===== src/rtl/noc_pkg.sv =====
// Shared NoC definitions: flit-id encodings, router port indices and the
// output-arbiter state type.
package noc_pkg;

  localparam logic [2:0] HEADER  = 3'b001;
  localparam logic [2:0] PAYLOAD = 3'b010;
  localparam logic [2:0] TAIL    = 3'b100;

  localparam int unsigned PORT_N = 0;
  localparam int unsigned PORT_E = 1;
  localparam int unsigned PORT_W = 2;
  localparam int unsigned PORT_S = 3;
  localparam int unsigned PORT_L = 4;

  localparam int unsigned SEL_W = 3;

  typedef enum logic {
    IDLE,
    LOCKED
  } arb_state_t;

endpackage


===== src/rtl/lbdr_output_arbiter_if.sv =====
// Request/flit bundle between the five input FIFOs and one output-port arbiter.
interface lbdr_output_arbiter_if
  import noc_pkg::*;
#(
  parameter int unsigned N_REQ     = 5,
  parameter int unsigned FLIT_ID_W = 3
);
  logic [N_REQ-1:0]                req;
  logic [N_REQ-1:0]                valid;
  logic [N_REQ-1:0][FLIT_ID_W-1:0] flit_id;
  logic                            out_ready;
  logic [N_REQ-1:0]                grant;
  logic [SEL_W-1:0]                sel;
  logic [N_REQ-1:0]                read_en;
  logic                            out_valid;
  logic                            busy;
  logic                            err;

  modport master (
    output req, valid, flit_id, out_ready,
    input  grant, sel, read_en, out_valid, busy, err
  );

  modport slave (
    input  req, valid, flit_id, out_ready,
    output grant, sel, read_en, out_valid, busy, err
  );
endinterface


===== src/rtl/rr_arbiter.sv =====
// Combinational round-robin picker: first set elig bit searching from ptr upward, wrapping.
module rr_arbiter
  import noc_pkg::*;
#(
  parameter int unsigned N_REQ = 5
) (
  input  logic [N_REQ-1:0] elig,
  input  logic [SEL_W-1:0] ptr,
  output logic [N_REQ-1:0] win,
  output logic [SEL_W-1:0] win_idx,
  output logic             any
);

  always_comb begin
    win     = '0;
    win_idx = '0;
    any     = 1'b0;
    for (int unsigned k = 0; k < N_REQ; k++) begin
      int unsigned idx;
      idx = (32'(ptr) + k) % N_REQ;
      if (!any && elig[idx]) begin
        any      = 1'b1;
        win[idx] = 1'b1;
        win_idx  = SEL_W'(idx);
      end
    end
  end

endmodule


===== src/rtl/lbdr_output_arbiter.sv =====
// Per-output-port arbiter: round-robin on HEADER flits, then locks the output
// to the winning input until its TAIL flit has transferred.
module lbdr_output_arbiter
  import noc_pkg::*;
#(
  parameter int unsigned N_REQ     = 5,
  parameter int unsigned FLIT_ID_W = 3
) (
  input logic                  clk,
  input logic                  rst,
  lbdr_output_arbiter_if.slave bus
);

  arb_state_t       state, state_nxt;
  logic [N_REQ-1:0] grant_q, grant_nxt;
  logic [SEL_W-1:0] sel_q, sel_nxt;
  logic [SEL_W-1:0] ptr_q, ptr_nxt;
  logic             err_q, err_nxt;
  logic             hdr_done_q, hdr_done_nxt;

  logic [N_REQ-1:0]     elig;
  logic [N_REQ-1:0]     win;
  logic [SEL_W-1:0]     win_idx;
  logic                 any;
  logic                 xfer;
  logic [FLIT_ID_W-1:0] head;

  always_comb begin
    elig = '0;
    for (int unsigned i = 0; i < N_REQ; i++) begin
      elig[i] = bus.req[i] & bus.valid[i] & (bus.flit_id[i] == FLIT_ID_W'(HEADER));
    end
  end

  rr_arbiter #(.N_REQ(N_REQ)) u_rr (
    .elig    (elig),
    .ptr     (ptr_q),
    .win     (win),
    .win_idx (win_idx),
    .any     (any)
  );

  assign head = bus.flit_id[sel_q];
  // Pops are suppressed while rst is high so a reset mid-packet never consumes a flit.
  assign xfer = (state == LOCKED) & bus.valid[sel_q] & bus.out_ready & ~rst;

  always_comb begin
    state_nxt    = state;
    grant_nxt    = grant_q;
    sel_nxt      = sel_q;
    ptr_nxt      = ptr_q;
    err_nxt      = err_q;
    hdr_done_nxt = hdr_done_q;
    unique case (state)
      IDLE: begin
        if (any) begin
          state_nxt    = LOCKED;
          grant_nxt    = win;
          sel_nxt      = win_idx;
          hdr_done_nxt = 1'b0;
        end
      end
      LOCKED: begin
        if (xfer) begin
          hdr_done_nxt = 1'b1;
          // Only the first flit of a locked packet may be a HEADER.
          if (hdr_done_q && head == FLIT_ID_W'(HEADER)) err_nxt = 1'b1;
          if (head == FLIT_ID_W'(TAIL)) begin
            state_nxt = IDLE;
            grant_nxt = '0;
            ptr_nxt   = (sel_q == SEL_W'(N_REQ - 1)) ? '0 : sel_q + SEL_W'(1);
          end
        end
      end
    endcase
  end

  always_ff @(posedge clk) begin
    if (rst) begin
      state      <= IDLE;
      grant_q    <= '0;
      sel_q      <= '0;
      ptr_q      <= '0;
      err_q      <= 1'b0;
      hdr_done_q <= 1'b0;
    end else begin
      state      <= state_nxt;
      grant_q    <= grant_nxt;
      sel_q      <= sel_nxt;
      ptr_q      <= ptr_nxt;
      err_q      <= err_nxt;
      hdr_done_q <= hdr_done_nxt;
    end
  end

  assign bus.grant     = grant_q;
  assign bus.sel       = sel_q;
  assign bus.read_en   = xfer ? grant_q : '0;
  assign bus.out_valid = xfer;
  assign bus.busy      = (state == LOCKED);
  assign bus.err       = err_q;

endmodule


===== src/flat_wrapper.sv =====
// flat-port wrapper written by rule: the top's interface ports become plain ports
module lbdr_output_arbiter_flat import noc_pkg::*;
#(
  parameter int unsigned N_REQ     = 5,
  parameter int unsigned FLIT_ID_W = 3
)
  (clk, rst, bus_req, bus_valid, bus_flit_id, bus_out_ready, bus_grant, bus_sel, bus_read_en, bus_out_valid, bus_busy, bus_err);
  lbdr_output_arbiter_if #(.N_REQ(N_REQ), .FLIT_ID_W(FLIT_ID_W)) bus_i ();
  input logic clk;
  input logic rst;
  input wire logic [$bits(bus_i.req)-1:0] bus_req;
  input wire logic [$bits(bus_i.valid)-1:0] bus_valid;
  input wire logic [$bits(bus_i.flit_id)-1:0] bus_flit_id;
  input wire logic [$bits(bus_i.out_ready)-1:0] bus_out_ready;
  output wire logic [$bits(bus_i.grant)-1:0] bus_grant;
  output wire logic [$bits(bus_i.sel)-1:0] bus_sel;
  output wire logic [$bits(bus_i.read_en)-1:0] bus_read_en;
  output wire logic [$bits(bus_i.out_valid)-1:0] bus_out_valid;
  output wire logic [$bits(bus_i.busy)-1:0] bus_busy;
  output wire logic [$bits(bus_i.err)-1:0] bus_err;
  assign bus_i.req = bus_req;
  assign bus_i.valid = bus_valid;
  assign bus_i.flit_id = bus_flit_id;
  assign bus_i.out_ready = bus_out_ready;
  assign bus_grant = bus_i.grant;
  assign bus_sel = bus_i.sel;
  assign bus_read_en = bus_i.read_en;
  assign bus_out_valid = bus_i.out_valid;
  assign bus_busy = bus_i.busy;
  assign bus_err = bus_i.err;
  lbdr_output_arbiter #(.N_REQ(N_REQ), .FLIT_ID_W(FLIT_ID_W)) u_core (.clk(clk), .rst(rst), .bus(bus_i));
endmodule

===== config.mk =====
export PLATFORM = sky130hd
export DESIGN_NAME = lbdr_output_arbiter_flat
export DESIGN_NICKNAME = d
export VERILOG_FILES = /design/src/rtl/noc_pkg.sv /design/src/rtl/lbdr_output_arbiter_if.sv /design/src/rtl/rr_arbiter.sv /design/src/rtl/lbdr_output_arbiter.sv /design/src/flat_wrapper.sv
export SDC_FILE = /design/constraint.sdc
export NUM_CORES = 1
export LEC_CHECK = 0
export CAP_MARGIN = 20
export CORE_ASPECT_RATIO = 1.1
export CORE_MARGIN = 1.5
export CORE_UTILIZATION = 40
export CTS_CLUSTER_DIAMETER = 200
export DETAILED_ROUTE_END_ITERATION = 10
export GPL_ROUTABILITY_DRIVEN = 1
export PLACE_DENSITY = 0.66
export SYNTH_ARGS = -nofsm -noshare
export SYNTH_HDL_FRONTEND = slang
export SYNTH_HIERARCHICAL = 1
export SYNTH_SLANG_ARGS = --single-unit

===== constraint.sdc =====
create_clock -name clk -period 6 [get_ports clk]
set_input_delay 0.9 -clock clk [delete_from_list [all_inputs] [get_ports clk]]
set_output_delay 0.9 -clock clk [all_outputs]
set_load 0.02 [all_outputs]

==> impl_metrics.json, run 1 <==
{
  "synth_area_leader_cell": "ha_1",
  "viasPerCell": 5.940,
  "finalSetupTns_ns": 0,
  "yosysSeqAreaShare": 0.08709,
  "start_util": 0.4089,
  "drv_slew": 0,
  "p_leak_nw": 1.429,
  "synth_top_family_by_area": "compound AO/OA/AOI/OAI gates",
  "wl_per_cell_um": 16.44,
  "drt-initial-drc-count": 232,
  "dpl-instance-area_um2": 3687,
  "slowest_stage": "dfxtp_1",
  "grt_max_degree": 29,
  "numClockSinks": 14,
  "cts_tree": "yes",
  "cts-buffers-inserted": 3,
  "core-area_um2": 7870,
  "post_cts_buffers": 0,
  "critPathBufInv": 1,
  "min_path_type": "register to register",
  "nets": 520,
  "clock.fmax_mhz": 186.0,
  "grt_overflow": 0,
  "grtUsageTotal": 0.2172,
  "maxCapViolations": 0,
  "crit_path_cell_trace": "inv_1 -> ha_1 -> o31ai_1 -> xnor2_1 -> ha_1 -> fa_1 -> or3b_2 -> o311ai_0 -> o21a_1 -> mux2_2 -> and3_1 -> a21oi_1 -> and3_2 -> nand3_1 -> nand2b_1 -> o311ai_0 -> a21oi_1",
  "synth.area.top_cells": "ha_1, dfxtp_1, mux2i_1",
  "start_kind": "register",
  "rows": 34,
  "vias": 3356,
  "synth_fa_ha_area_frac": 0.1345,
  "synth.area.mux_share": 0.1159,
  "gp_congestion": 0.8910,
  "async_flop_share": 0,
  "ioPinCount": 44,
  "synth_cell_types": 87,
  "h-tree-depth": 1,
  "finalWirelength_um": 9286,
  "syn_avg_cell_area_um2": 7.644,
  "whs_ns": 0.4470,
  "synth_compound_area_frac": 0.2939,
  "timing.final.ws_setup_ns": 0.6241,
  "synth_nets": 483,
  "rsz0062_at_grt": "no",
  "fin_area_um2": 3742,
  "outcome": "finished, final reports clean",
  "grt_pass1_wl_um": 15040,
  "drive_gt1_frac": 0.1225,
  "worst-setup-path-type": "register to register",
  "synth_edf_count": 0,
  "synth-xor-area-share": 0.01594,
  "synthCells": 421,
  "synthFlopType": "dfxtp_1",
  "antenna_found_initial": 0,
  "cp_max_fo": 12,
  "place_inst": 561,
  "yosysWarnings": 6,
  "path_delay_family": "simple AND/OR/NAND/NOR gates",
  "clk_latency_ns": 0.25,
  "hold_viol": 0,
  "drc": 0,
  "skew_ns": 0.001739,
  "fin_crit_ns": 5.376,
  "hpwlAfterDp_um": 7208,
  "final_cells": 565,
  "io_buffer_count": 43,
  "place_ws_ns": 0.7092,
  "peakVddDrop_uv": 57.90,
  "synthesis.area_um2": 3218,
  "cpPeakStageDelay_ns": 0.62,
  "cp.required_ns": 6.17,
  "yosys.area_share.simple": 0.2749,
  "ctsLongestPathBuffers": 2,
  "grt_pass1_vias": 3196,
  "fp.dieArea_um2": 8593,
  "post-route-period-util": 0.8960,
  "finalSetupViolCount": 0,
  "worstMarginPinSlew_ns": 0.6794,
  "slew_headroom": 0.5471,
  "die_x_um": 88.52,
  "area_growth_pct": 16.29,
  "cts.clk_slew.worst_paths_ns": 0.06,
  "cp-end-kind": "register",
  "ys_ff_latch": 14,
  "p_per_area_nw_per_um2": 66.40,
  "num_antenna_cells": 0,
  "die_h_um": 97.07,
  "cts_hold_buffers": 0,
  "synth_top_cell_area_share": 0.1283,
  "first_pass_iters": 5,
  "worst-endpoint-arrival_ns": 5.55,
  "antenna_left": 0,
  "cts_root_buffer": "clkbuf_8",
  "ctsResizeCount": 0
}
-- layout make-up --
cell class / instances / area (um^2)
sequential: 14 / 280.3
fill: 799 / 4128
inverter: 31 / 116.4
tap: 108 / 135.1
multi-input combinational: 360 / 2688
clock buffer: 4 / 55.05
timing repair buffer: 48 / 467.9
-- state kept, by name, summed over array words and instances (netlist names) --
name / flops
u_core/bus.grant: 5
u_core/bus.sel: 3
u_core/ptr_q: 3
u_core/bus.busy: 1
u_core/bus.err: 1
u_core/hdr_done_q: 1
-- kinds of logic (layout without fill, tap and decap cells) --
kind of cell	Yosys count	after routing
and+or+nand+nor	161	161
AOI/OAI and AO/OA	128	128
buffers and inverters	47	83
adders and majority gates	34	34
muxes	32	32
DFF	14	14
xor gates and xnor gates	5	5
-- final timing paths --
| path | startpoint | endpoint | slack [ns] | depth (start not counted) |
|---|---|---|---|---|
| worst max-delay path | u_core/ptr_q[1] | u_core/bus.grant[3] | 0.62 | 17 |
| worst min-delay path | u_core/bus.err | u_core/bus.err | 0.45 | 2 |
| worst max register to register | u_core/ptr_q[1] | u_core/bus.grant[3] | 0.62 | 17 |
| worst min register to register | u_core/bus.err | u_core/bus.err | 0.45 | 2 |
-- synthesized netlist by cell type, types with 3 or more instances --
master,count
nand2_1,35
ha_1,33
nor2_1,30
inv_1,29
a21oi_1,28
mux2i_1,20
o21ai_0,20
nor3_1,18
dfxtp_1,14
a31oi_1,11
nand2b_1,9
nor2b_1,9
mux2_2,8
and2_1,7
buf_6,7
o211ai_1,7
clkbuf_1,6
nand3_1,6
o311ai_0,6
a22oi_1,5
nand4_1,5
nand4b_1,5
and3_1,4
nor4_1,4
o22ai_1,4
or2_2,4
xnor2_1,4
a211oi_1,3
a21oi_4,3
mux4_2,3
o21a_1,3
-- cells in the final DEF (no fill, tap or decap), types with 8 or more instances in the layout --
cell type / n
clkdlybuf4s50_1: 43
nand2_1: 35
ha_1: 33
nor2_1: 30
inv_1: 29
a21oi_1: 28
mux2i_1: 20
o21ai_0: 20
nor3_1: 18
dfxtp_1: 14
a31oi_1: 11
nor2b_1: 9
nand2b_1: 9
mux2_2: 8
-- metal layers --
metal / vias up / GRT usage / share of wire / routed length, um
met2: 114 / 0.3717 / 0.48 / 4448
met4: 0 / 0.05649 / 0.020 / 182
met5: - / 0 / 0 / 0
li1: 1658 / - / - / -
met1: 1563 / 0.2854 / 0.45 / 4169
met3: 21 / 0.02464 / 0.052 / 486
-- power by group --
group | switching [mW] | total (mW) | leakage, nW | internal (mW)
registers | 0.00173 | 0.0959 | 0.113 | 0.0942
logic | 0.0291 | 0.0605 | 1.29 | 0.0315
clock network | 0.0339 | 0.0920 | 0.0288 | 0.0582
total | 0.0647 | 0.248 | 1.43 | 0.184
-- worst reg2reg max path: cells and delay by family, from the launching register on --
family / cells / cell delay, ns
AOI/OAI and AO/OA: 6 / 1.36
xor gates and xnor gates: 1 / 0.19
adders and majority gates: 3 / 1.04
buffers and inverters: 1 / 0.30
DFF: 1 / 0.62
muxes: 1 / 0.35
and+or+nand+nor: 5 / 1.46
-- per-stage QoR --
| step | power (mW) | util |
|---|---|---|
| 6_report | 0.2485 | 0.4755 |
| 4_1_cts | 0.2501 | 0.4755 |
| 5_1_grt | 0.2611 | 0.4755 |
| 3_3_place_gp | 0.1571 | 0.4685 |
| 2_1_floorplan | 0.1292 | - |
| 3_5_place_dp | 0.1577 | 0.4685 |
Power figures use the tool's default switching activity.
==> inputs of run 2 (changes only) <==
--- a/config.mk
+++ b/config.mk
@@ -12,6 +12,7 @@
 export CTS_CLUSTER_DIAMETER = 200
 export DETAILED_ROUTE_END_ITERATION = 10
 export GPL_ROUTABILITY_DRIVEN = 1
+export MAX_ROUTING_LAYER = met4
 export PLACE_DENSITY = 0.66
 export SYNTH_ARGS = -nofsm -noshare
 export SYNTH_HDL_FRONTEND = slang
==> run 2 against run 1 <==
Core utilization grew 0.095 points. Total power shrank 0.79%. Non-clock buffer count grew 1. Final cell count grew 0.18%. Largest power group unchanged.
==> impl_metrics.json, run 2 (synthesis gave the netlist of run 1 again) <==
{
  "hold_viol": 0,
  "whs_ns": 0.4438,
  "slowest_stage": "dfxtp_1",
  "finalPower_mw": 0.2465,
  "cts_hold_buffers": 0,
  "cp_max_fo": 12,
  "ioPinCount": 44,
  "maxCapViolations": 0,
  "skew_ns": 0.002482,
  "grtUsageTotal": 0.2200,
  "combPwrFrac": 0.246,
  "peakVddDrop_uv": 57.69,
  "wl_per_cell_um": 16.44,
  "seqPwrFrac": 0.389,
  "viasPerCell": 6.009,
  "rsz0062_at_grt": "no",
  "vias": 3401,
  "sw_frac_of_total": 0.2540,
  "antenna_found_initial": 0,
  "pwr-share-clk": 0.365,
  "core-area_um2": 7870,
  "outcome": "finished, final reports clean",
  "start_util": 0.4089,
  "cts.clk_slew.worst_paths_ns": 0.06,
  "largest_reg_flops": 5,
  "clock.fmax_mhz": 187.0,
  "fp.dieArea_um2": 8593,
  "path_delay_family": "simple AND/OR/NAND/NOR gates",
  "worstMarginPinSlew_ns": 0.6906,
  "finalWirelength_um": 9306,
  "critPathBufInv": 1,
  "drt-initial-drc-count": 254,
  "io_buffer_count": 43,
  "ctsLongestPathBuffers": 2,
  "gp_congestion": 0.9208,
  "mostFrequentLayoutCells": "clkdlybuf4s50_1, nand2_1, ha_1",
  "worst-endpoint-arrival_ns": 5.52,
  "clk_latency_ns": 0.24,
  "antenna_left": 0,
  "fin_area_um2": 3750,
  "num_antenna_cells": 0,
  "die_x_um": 88.52,
  "slew_headroom": 0.5396,
  "fin_crit_ns": 5.348,
  "cts_tree": "yes",
  "grt_max_degree": 29,
  "final_common_cell": "clkdlybuf4s50_1",
  "utilization": 0.4765,
  "finalSetupTns_ns": 0,
  "r2r_slack_ns": 0.65,
  "post_cts_buffers": 0,
  "finalSetupViolCount": 0,
  "grt_pass1_wl_um": 14890,
  "post-route-period-util": 0.8913,
  "cts_root_buffer": "clkbuf_8",
  "area_growth_pct": 16.52,
  "ctsResizeCount": 0,
  "drive_gt1_frac": 0.1245,
  "min_path_type": "register to register",
  "die_h_um": 97.07,
  "first_pass_iters": 5,
  "drv_slew": 0,
  "cp-end-kind": "register",
  "p_per_area_nw_per_um2": 65.74,
  "numClockSinks": 14,
  "p_leak_nw": 1.435,
  "internal_power_mw": 0.1839,
  "rows": 34,
  "cpPeakStageDelay_ns": 0.62,
  "crit_path_cell_trace": "inv_1 -> ha_1 -> o31ai_1 -> xnor2_1 -> ha_1 -> fa_1 -> or3b_2 -> o311ai_0 -> o21a_1 -> mux2_2 -> and3_1 -> a21oi_1 -> and3_2 -> nand3_1 -> nand2b_1 -> o311ai_0 -> a21oi_1",
  "worst-setup-path-type": "register to register",
  "nets": 521,
  "cp.required_ns": 6.17,
  "h-tree-depth": 1,
  "drc": 0,
  "grt_pass1_vias": 3192,
  "fillers": 781,
  "hpwlAfterDp_um": 7238,
  "power.switching_mw": 0.06261,
  "dpl-instance-area_um2": 3695,
  "cts-buffers-inserted": 3,
  "grt_overflow": 0,
  "start_kind": "register"
}
run 2: changes by cell type in the layout (fill, tap and decap cells not counted):
cell   previous run  this run
buf_4             5         6
run 2: metal layers:
layer / share of wire / routed length [um] / global-route usage / vias up
met4: 0.022 / 207 / 0.05649 / 0
met1: 0.43 / 4041 / 0.2730 / 1565
li1: - / - / - / 1658
met5: 0 / 0 / - / -
met3: 0.061 / 565 / 0.02209 / 26
met2: 0.48 / 4492 / 0.3770 / 152
run 2: worst paths after layout:
check,startpoint,endpoint,cells after the start
max reg2reg,u_core/ptr_q[1],u_core/bus.grant[0],17
max,u_core/ptr_q[1],u_core/bus.grant[0],17
min reg2reg,u_core/bus.err,u_core/bus.err,2
min,u_core/bus.err,u_core/bus.err,2
run 2: layout make-up:
type	instances	area, um^2	area share
Clock buffer	4	55.05	0.01468
Inverter	31	116.4	0.03103
Multi-Input combinational cell	360	2688	0.7167
Sequential cell	14	280.3	0.07474
Tap cell	108	135.1	0.03604
Timing Repair Buffer	49	475.5	0.1268
run 2: power by group through the flow:
stage / sequential (mW) / combinational (mW) / clock [mW]
2_1_floorplan: 0.0984 / 0.0308 / 0
3_3_place_gp: 0.0979 / 0.0593 / 0
3_5_place_dp: 0.0979 / 0.0597 / 0
4_1_cts: 0.0959 / 0.0601 / 0.0930
5_1_grt: 0.0961 / 0.0655 / 0.0979
6_report: 0.0960 / 0.0606 / 0.0899
run 2: per-stage QoR:
stage / std cells / worst slack, ns
after floorplan: 421 / 0.9380
after global placement: 562 / 1.027
after detailed placement: 562 / 0.7787
after CTS: 566 / 0.7207
after global routing: 566 / 0.1403
final: 566 / 0.6521
run 2: worst register-to-register path, cell delays in order (launching register included):
cell,delay [ns]
dfxtp_1,0.62
inv_1,0.30
ha_1,0.49
o31ai_1,0.34
xnor2_1,0.20
ha_1,0.23
fa_1,0.32
or3b_2,0.48
o311ai_0,0.14
o21a_1,0.28
mux2_2,0.35
and3_1,0.16
a21oi_1,0.23
and3_2,0.36
nand3_1,0.17
nand2b_1,0.26
o311ai_0,0.19
a21oi_1,0.16
==> inputs of run 3 (changes only) <==
--- a/config.mk
+++ b/config.mk
@@ -8,12 +8,13 @@
 export CAP_MARGIN = 20
 export CORE_ASPECT_RATIO = 1.1
 export CORE_MARGIN = 1.5
-export CORE_UTILIZATION = 40
+export CORE_UTILIZATION = 45
+export CTS_BUF_LIST = sky130_fd_sc_hd__clkbuf_8
 export CTS_CLUSTER_DIAMETER = 200
 export DETAILED_ROUTE_END_ITERATION = 10
 export GPL_ROUTABILITY_DRIVEN = 1
 export MAX_ROUTING_LAYER = met4
-export PLACE_DENSITY = 0.66
+export PLACE_DENSITY = 0.73
 export SYNTH_ARGS = -nofsm -noshare
 export SYNTH_HDL_FRONTEND = slang
 export SYNTH_HIERARCHICAL = 1
==> run 3 against run 2 <==
Sequential power hardly changed. Sequential share of layout area is 0.058 points higher. Global-route usage is 2.4 points higher. Worst setup slack worse by 0.034 ns. Wire length is 0.12% higher. Count of clock-buffer cells in the layout stayed put. Maximum frequency is 0.63% lower. Cell area is 0.77% lower. Largest cell class unchanged. Largest power group unchanged.
==> impl_metrics.json, run 3 (synthesis gave the netlist of run 1 again) <==
{
  "outcome": "finished, final reports clean",
  "viasPerCell": 6.273,
  "core-area_um2": 6967,
  "rr_worst_depth": 17,
  "ioPinCount": 44,
  "utilization": 0.5341,
  "grt_pass1_vias": 3228,
  "clock.fmax_mhz": 185.8,
  "cts.clk_slew.worst_paths_ns": 0.06,
  "maxCapViolations": 0,
  "die_h_um": 91.69,
  "dr.max_layer_used": "met4",
  "cp_max_fo": 12,
  "worst-endpoint-arrival_ns": 5.54,
  "cts-buffers-inserted": 3,
  "cp.required_ns": 6.16,
  "first_pass_iters": 5,
  "vias": 3406,
  "wl_per_cell_um": 17.16,
  "worstMarginPinSlew_ns": 0.6288,
  "p_leak_nw": 1.435,
  "r2r-start": "u_core/ptr_q[1]",
  "hpwlAfterDp_um": 7132,
  "place_inst": 539,
  "wirelength_met1_um": 4136,
  "worst-setup-path-type": "register to register",
  "grt_pass1_wl_um": 15270,
  "drt-initial-drc-count": 218,
  "nets": 521,
  "cp-startpoint": "u_core/ptr_q[1]",
  "grt_overflow": 0,
  "min_path_type": "register to register",
  "post_cts_buffers": 0,
  "slew_headroom": 0.5778,
  "peakVddDrop_uv": 89.33,
  "largest_reg_flops": 5,
  "die_x_um": 83.63,
  "final_common_cell": "clkdlybuf4s50_1",
  "fp.dieArea_um2": 7668,
  "drv_slew": 0,
  "finalWirelength_um": 9317,
  "grt_max_degree": 29,
  "post-route-period-util": 0.8970,
  "h-tree-depth": 1,
  "endpoint": "u_core/bus.grant[2]",
  "hold_viol": 0,
  "fillers": 688,
  "ctsResizeCount": 0,
  "cp-end-kind": "register",
  "cts_root_buffer": "clkbuf_8",
  "io_buffer_count": 43,
  "cts_hold_buffers": 0,
  "clk_latency_ns": 0.24,
  "drc": 0,
  "seq_area_um2": 280.3,
  "numClockSinks": 14,
  "cts_tree": "yes",
  "rsz0062_at_grt": "no",
  "met3WireLength_um": 517,
  "skew_ns": 0.001648,
  "p_per_area_nw_per_um2": 66.58,
  "finalSetupTns_ns": 0,
  "grtUsageTotal": 0.2435,
  "final_cells": 543,
  "ctsLongestPathBuffers": 2,
  "antenna_left": 0,
  "num_antenna_cells": 0,
  "regToRegEndpoint": "u_core/bus.grant[2]",
  "hold_path_startpoint": "u_core/bus.err",
  "start_util": 0.4619,
  "multiInputGateArea_um2": 2688,
  "met2_wirelength_um": 4495,
  "drive_gt1_frac": 0.1245,
  "start_kind": "register",
  "finalSetupViolCount": 0,
  "rows": 32,
  "area_growth_pct": 15.63,
  "gp_congestion": 0.9445,
  "antenna_found_initial": 0,
  "finalPower_mw": 0.2478,
  "r2r_slack_ns": 0.62,
  "mostFrequentLayoutCells": "clkdlybuf4s50_1, nand2_1, ha_1",
  "fin_crit_ns": 5.382
}
run 3: metrics by stage:
stage               worst slack [ns]  hold WS (ns)  area, um^2
detailed placement            0.6809        0.4435        3666
CTS                           0.6506        0.4540        3721
global placement               1.041        0.4349        3666
floorplan                     0.9380        0.5221        3218
finish                        0.6182        0.4502        3721
global route                  0.1938        0.4904        3721
run 3: report_power, final:
group          switching, mW  internal, mW  total (mW)
registers            0.00169        0.0941      0.0958
clock network         0.0333        0.0581      0.0913
logic                 0.0291        0.0315      0.0606
run 3: layout make-up:
class,count,share of cell area
multi-input cells,360,0.7223
repair buffers,49,0.1278
flip-flops and latches,14,0.07532
inverters,31,0.03127
well taps,85,0.02858
clock buffers,4,0.01479
run 3: worst min-delay path by stage:
| stage | endpoint | slack [ns] | cells past startpoint |
|---|---|---|---|
| 2_1_floorplan | u_core/bus.err | 0.52 | 2 |
| 3_3_place_gp | u_core/bus.err | 0.43 | 2 |
| 3_5_place_dp | u_core/bus.err | 0.44 | 2 |
| 4_1_cts | u_core/bus.err | 0.45 | 2 |
| 5_1_grt | u_core/bus.err | 0.49 | 2 |
| 6_report | u_core/bus.err | 0.45 | 2 |
run 3: worst max-delay path, stage by stage, from the launching register on:
cell      delay [ns]
dfxtp_1         0.62
inv_1           0.30
ha_1            0.48
o31ai_1         0.32
xnor2_1         0.19
ha_1            0.23
fa_1            0.31
or3b_2          0.48
o311ai_0        0.15
o21a_1          0.27
mux2_2          0.34
and3_1          0.16
a21oi_1         0.24
and3_2          0.36
nand3_1         0.17
nand2b_1        0.28
o311ai_0        0.20
a21oi_1         0.20
run 3: routing by layer:
layer | up-vias | GRT usage
li1 | 1656 | -
met1 | 1588 | 0.3071
met2 | 146 | 0.4207
met3 | 16 | 0.02880
met4 | 0 | 0.05191
met5 | - | -
